`src/rtl/aes_round_ctrl.sv`:
```
// Iterative AES-128 round sequencer: owns the state register, steps an external
// combinational round datapath once per accepted round key, and reports the ciphertext.
module aes_round_ctrl (
    input  logic         clk,
    input  logic         rst,
    input  logic         start,
    input  logic [0:127] plain_text,
    input  logic [0:127] round_key,
    input  logic         key_valid,
    input  logic [0:127] round_data,
    output logic [0:127] state_q,
    output logic         key_req,
    output logic [3:0]   key_round,
    output logic         final_round,
    output logic         busy,
    output logic         done,
    output logic [0:127] cipher_text
);

    typedef enum logic [1:0] {
        IDLE  = 2'd0,
        LOAD  = 2'd1,
        ROUND = 2'd2,
        DONE  = 2'd3
    } fsm_t;

    localparam logic [3:0] LAST_ROUND = 4'd10;

    fsm_t         fsm_reg;
    logic [0:127] block_reg;
    logic [0:127] state_reg;
    logic [0:127] cipher_reg;
    logic [3:0]   round_reg;
    logic         key_req_reg;
    logic         final_reg;
    logic         busy_reg;
    logic         done_reg;
    logic         key_ack;
    logic [0:127] whitened;

    // A key is consumed only while it is being requested; stray key_valid is dropped.
    assign key_ack = key_req_reg & key_valid;

    // Initial AddRoundKey, one byte lane at a time.
    generate
        for (genvar gi = 0; gi < 16; gi++) begin : g_ark
            assign whitened[8*gi +: 8] = block_reg[8*gi +: 8] ^ round_key[8*gi +: 8];
        end
    endgenerate

    always_ff @(posedge clk) begin
        if (rst) begin
            fsm_reg     <= IDLE;
            block_reg   <= '0;
            state_reg   <= '0;
            cipher_reg  <= '0;
            round_reg   <= '0;
            key_req_reg <= 1'b0;
            final_reg   <= 1'b0;
            busy_reg    <= 1'b0;
            done_reg    <= 1'b0;
        end else begin
            done_reg <= 1'b0;
            case (fsm_reg)
                IDLE: begin
                    if (start) begin
                        block_reg   <= plain_text;
                        round_reg   <= 4'd0;
                        key_req_reg <= 1'b1;
                        busy_reg    <= 1'b1;
                        fsm_reg     <= LOAD;
                    end
                end
                LOAD: begin
                    if (key_ack) begin
                        state_reg <= whitened;
                        round_reg <= 4'd1;
                        fsm_reg   <= ROUND;
                    end
                end
                ROUND: begin
                    if (key_ack) begin
                        state_reg <= round_data;
                        if (round_reg == LAST_ROUND) begin
                            cipher_reg  <= round_data;
                            key_req_reg <= 1'b0;
                            final_reg   <= 1'b0;
                            done_reg    <= 1'b1;
                            fsm_reg     <= DONE;
                        end else begin
                            round_reg <= round_reg + 4'd1;
                            // Outputs are registered, so flag the last round one step early.
                            final_reg <= (round_reg == LAST_ROUND - 4'd1);
                        end
                    end
                end
                DONE: begin
                    busy_reg <= 1'b0;
                    fsm_reg  <= IDLE;
                end
                default: fsm_reg <= IDLE;
            endcase
        end
    end

    assign state_q     = state_reg;
    assign key_req     = key_req_reg;
    assign key_round   = round_reg;
    assign final_round = final_reg;
    assign busy        = busy_reg;
    assign done        = done_reg;
    assign cipher_text = cipher_reg;

endmodule

```
`config.mk`:
```
export PLATFORM = sky130hd
export DESIGN_NAME = aes_round_ctrl
export DESIGN_NICKNAME = d
export VERILOG_FILES = /design/src/rtl/aes_round_ctrl.sv
export SDC_FILE = /design/constraint.sdc
export NUM_CORES = 1
export LEC_CHECK = 0
export ABC_AREA = 0
export CAP_MARGIN = 20
export CORE_AREA = 4 4 252 254
export CTS_CLUSTER_DIAMETER = 60
export CTS_CLUSTER_SIZE = 10
export DETAILED_ROUTE_END_ITERATION = 10
export DIE_AREA = 0 0 256 258
export GPL_TIMING_DRIVEN = 0
export PLACE_DENSITY = 0.53
export SLEW_MARGIN = 20
export SYNTH_ARGS = -nofsm -noshare
export SYNTH_HDL_FRONTEND = slang
export SYNTH_SLANG_ARGS = --single-unit
```
`constraint.sdc`:
```
create_clock -name clk -period 2.4 [get_ports clk]
set_input_delay 0.36 -clock clk [delete_from_list [all_inputs] [get_ports clk]]
set_output_delay 0.36 -clock clk [all_outputs]
set_load 0.1 [all_outputs]
```
Word level (Yosys, flattened, before mapping)
Cells that the tools add are included.
Cells by class
  eq/ne operators: 10
  reduce and logical (&&, ||, !) cells: 14
  add/sub/neg operators: 1
  mux-type cells: 20
  bitwise logic cells: 19
Operators by type and width (count)
  $mux W128: 2
  $pmux W128 S2: 1
  $xor A8 B8 Y8: 16
  $mux W4: 4
  $pmux W4 S3: 1
  $ne A2 B2 Y1 const B: 5
  $eq A4 B4 Y1 const B: 2
  $mux W2: 4
  $pmux W2 S4: 1
  $reduce_and A4 Y1: 2
  $reduce_and A2 Y1: 3
  $reduce_and A3 Y1: 2
  $reduce_bool A2 Y1: 3
  $mux W1: 5
  $reduce_and A5 Y1: 1
  $add A4 B1 Y4 const B: 1
  $eq A2 B2 Y1 const B: 2
  $pmux W1 S2: 2
  $reduce_bool A3 Y1: 1
  $reduce_or A3 Y1: 1
  $eq A2 B1 Y1 const B: 1
  $logic_not A2 Y1: 1
  $not A1 Y1: 2
  $and A1 B1 Y1: 1
Storage, ports and cells
  flip-flop bits (word level): 394
  logic and storage cells: 73
  output and inout bits: 264
  input bits: 388

Depth between registers and ports, before layout
  depth in word-level cells: 4
  gate-level depth with buffers: 11
  gate-level depth less buffers: 6

Worst setup path before layout
Ideal clock, no wire load.
  path kind: reg-to-reg
  start: register round_reg[0], in the netlist key_round[0]
  end: register round_reg[0], in the netlist key_round[0]
  stages on the path, launching flop included: 7
  library setup time: 65 ps
  path slack: -119 ps
  required time: 2335 ps
  clock period less this slack: 2519 ps
  arrival: 2453 ps
  path buffers: 0
  cell sequence: dfxtp_1 > inv_1 > ha_1 > and3b_4 > a2111oi_4 > mux2_4 > nor2_1
On the way
  cells in the longest elaborated chain, start to end: 4
  elaborated cells between the ends (all ways): 7
  classes of those cells: add/sub (1); eq/ne (2); mux (3); reduce/logical (1)
Ends and longest elaborated chain
  start, declared: line 33  | logic [3:0] round_reg;
  start signal, assigned: line 91  | round_reg <= round_reg + 4'd1;
  $add A4 B1 Y4: line 91
  $mux W4: line 84  | if (round_reg == LAST_ROUND) begin
  $mux W4: line 82  | if (key_ack) begin
  $pmux W4 S3: line 64  | case (fsm_reg)
Parallel ways exist; a longest one is shown, timed or not. The select of a mux whose other input is x is not followed.
A chain may end at the register's enable or synchronous reset.

Final worst setup path
  start: register fsm_reg[0]
  end: register block_reg[47] in the netlist's numbering
On the way
  cells in the longest elaborated chain, start to end: 2
Ends and longest elaborated chain
  start, declared: line 29  | fsm_t fsm_reg;
  start signal, assigned: line 53  | fsm_reg <= IDLE;
  start signal, assigned: line 71  | fsm_reg <= LOAD;
  start signal, assigned: line 78  | fsm_reg <= ROUND;
  $logic_not A2 Y1: line 64
  $reduce_and A2 Y1 (no line)
  end signal, assigned: line 67  | block_reg <= plain_text;
  end, declared: line 30  | logic [0:127] block_reg;
Every way passes these cells.

==> flow_metrics.env <==
export IMPL_die_area_um2=66000
export IMPL_reg2reg_depth=7
export IMPL_synth_edf_count=0
export IMPL_crit_family="buffers and inverters"
export IMPL_yosys_warnings=0
export IMPL_critPathRequiredTime_ns=2.90
export IMPL_synth_seq_cells=394
export IMPL_grt_max_degree=12
export IMPL_syn_avg_cell_area_um2=7.50
export IMPL_start_util_pct=26.4
export IMPL_clk_pin_slew_ns=0.06
export IMPL_cts_buffer_depth=3
export IMPL_drtIter0Drc=933
export IMPL_startpoint_type="flop"
export IMPL_gp_congestion=0.900
export IMPL_dp_hpwl_um=60300
export IMPL_cts_tree="built"
export IMPL_cts_made_buffers=47
export IMPL_drt_pass1_iterations=5
export IMPL_max_stage_delay_ns=0.52
export IMPL_die_h_um=258
export IMPL_power_density_nw_per_um2=786
export IMPL_period_needed_ns=2.30
export IMPL_ys_flop_type="dfxtp_1"
export IMPL_antenna_found_initial=20
export IMPL_p_leak_nw=9.66
export IMPL_insertion_delay_ns=0.57
export IMPL_drc_errors=0
export IMPL_viasPerCell=4.63
export IMPL_grt_usage_pct=22.0
export IMPL_slew_viol_final=0
export IMPL_crit_chain="inv_1 -> ha_1 -> and2_1 -> buf_2 -> clkbuf_1 -> nand2_1 -> a21oi_1"
export IMPL_fmax_ghz=0.434
export IMPL_crit_fanout=10
export IMPL_ir_drop_mv=0.474
export IMPL_path_depth=7
export IMPL_ant_nets=0
export IMPL_hold_viol_final=0
export IMPL_startpoint="fsm_reg[0]"
export IMPL_setup_ws_ns=0.0956
export IMPL_syn_to_final_growth_pct=53.3
export IMPL_synthTopCellsByArea="dfxtp_1 (49%), nand2_1 (21%), a21oi_1 (12%)"
export IMPL_grt_pass1_vias=16801
export IMPL_io_pins=652
export IMPL_r2r_end="block_reg[47]"
export IMPL_holdWs_ns=0.343
export IMPL_fin_nets=3249
export IMPL_route_detailed_wl_per_inst_um=20.8
export IMPL_drive_gt1_share_pct=5.34
export IMPL_core_area_um2=61300
export IMPL_port_buffer_count=650
export IMPL_path_buf_inv=3
export IMPL_synth_common_cells="nand2_1 (901), dfxtp_1 (394), a21oi_1 (387)"
export IMPL_slowest_stage="clkbuf_1"
export IMPL_post_route_period_util_pct=96.0
export IMPL_reg2reg_slack_ns=0.1
export IMPL_die_x_um=256
export IMPL_r2r_start="fsm_reg[0]"
export IMPL_pre_cts_ws_ns=-0.365
export IMPL_synthArstFlopShare_pct=0
export IMPL_whs_path_depth=3
export IMPL_cp_end_kind="flop"
export IMPL_worstSetupPathType="flop to flop"
export IMPL_synth_top_area_share_pct=48.8
export IMPL_synth_nets=2548
export IMPL_crit_end="block_reg[47]"
export IMPL_wl_um=76400
export IMPL_maxSlewHeadroom_pct=24.8
export IMPL_yosysSeqAreaShare_pct=48.8
export IMPL_cts_root_buf="clkbuf_16"
export IMPL_netlist_instances=2153
export IMPL_overflow=0
export IMPL_worstHoldStart="plain_text[70]"
export IMPL_synth_cell_types=34
export IMPL_synth_cell_area_um2=16100
export IMPL_row_count=91
export IMPL_synth_largest_area_cell="dfxtp_1"
export IMPL_drv_cap=0
export IMPL_min_path_type="input port to flop"
export IMPL_setup_violations=0
export IMPL_fin_total_pwr_w=0.0194
export IMPL_grt_pass1_wl_um=110000
export IMPL_synth_most_common_cell="nand2_1"
export IMPL_routed_via_count=16980
export IMPL_worst_pin_slew_ns=1.13
export IMPL_status="finished clean"
export IMPL_clock_sinks=394
export IMPL_htreeDepth=2
export IMPL_fin_worst_skew_ns=0.0136
export IMPL_cp_arrival_ns=2.80
## worst min path at each step
| stage | to | slack (ns) |
|---|---|---|
| 2_1_floorplan | block_reg[0] | 0.45 |
| 3_3_place_gp | state_q[116] | 0.44 |
| 3_5_place_dp | state_q[11] | 0.44 |
| 4_1_cts | block_reg[15] | 0.30 |
| 5_1_grt | block_reg[0] | 0.33 |
| 6_report | block_reg[70] | 0.34 |
## cells in the final DEF (no fill, tap or decap), types with 2 or more instances in the layout
cell type	n
nand2_1	901
clkbuf_1	70
mux2i_1	2
o21ai_0	129
buf_2	31
a221oi_1	2
buf_6	4
ha_1	7
clkbuf_16	49
clkbuf_2	13
inv_1	5
buf_4	35
clkdlybuf4s50_1	386
dlygate4sd2_1	264
nand2b_1	3
dfxtp_1	393
a21oi_1	387
nor3b_1	2
nor2b_1	3
clkbuf_8	2
nor2_1	13
buf_8	2
clkinv_2	2
diode_2	14
clkbuf_4	4
buf_1	5
xnor2_1	128
## worst reg2reg max path, stage by stage (launching register included)
cell      delay (ns)
dfxtp_1         0.34
inv_1           0.09
ha_1            0.23
and2_1          0.24
buf_2           0.50
clkbuf_1        0.53
nand2_1         0.16
a21oi_1         0.15
## through the flow
stage	area, um2	cells	util, %	setup TNS, ns
detailed placement	23600	3593	38.6	-56.95
global placement	23600	3593	38.6	-99.19
floorplan	16100	2153	-	0
global route	24700	3661	40.4	-0.00581
CTS	24700	3653	40.3	0
finish	24700	3668	40.4	0
## cell type report
| cell class | count | area, um2 |
|---|---|---|
| diodes | 14 | 35.0 |
| plain buffers | 157 | 832 |
| clock buffers | 55 | 1270 |
| clock inverters | 4 | 26.3 |
| fillers | 6441 | 36500 |
| inverters | 5 | 18.8 |
| multi-input cells | 1596 | 7490 |
| flip-flops and latches | 394 | 7890 |
| well taps | 790 | 988 |
| repair buffers | 653 | 6200 |
## per-layer routing
metal  share of wire [%]  GRT usage, %  up-vias
met5                0.12             0        -
li1                    -             -     8336
met2                  50          39.2      581
met3                 7.8          6.84      110
met4                 2.7          6.80       12
met1                  39          25.3     7941
## timing repair
action | CTS | global route
pin swaps | 0 | 1
buffers inserted | 0 | 2
resized for setup | 286 | 26
cloned | 1 | 0
hold endpoints to repair | 0 | 0
setup endpoints to repair | 506 | 330
hold buffers | 0 | 0
## cells by family (layout without fill, tap and decap cells)
group	Yosys count	in the layout	share of synthesized area, %
DFF	394	394	48.8
xor gates and xnor gates	128	128	6.94
AOI/OAI and AO/OA	525	525	16.6
muxes	3	3	0.217
buffers and inverters	163	874	4.87
adders and majority gates	7	7	0.542
and+or+nand+nor	933	933	22.0
other	0	14	0
## report_power, final
part           leakage, nW  internal, W  switching, W
sequential            3.20      0.00704      0.000315
clock                0.636      0.00367       0.00275
combinational         5.83      0.00190       0.00377
No activity file was read; power rests on OpenSTA's default activity.
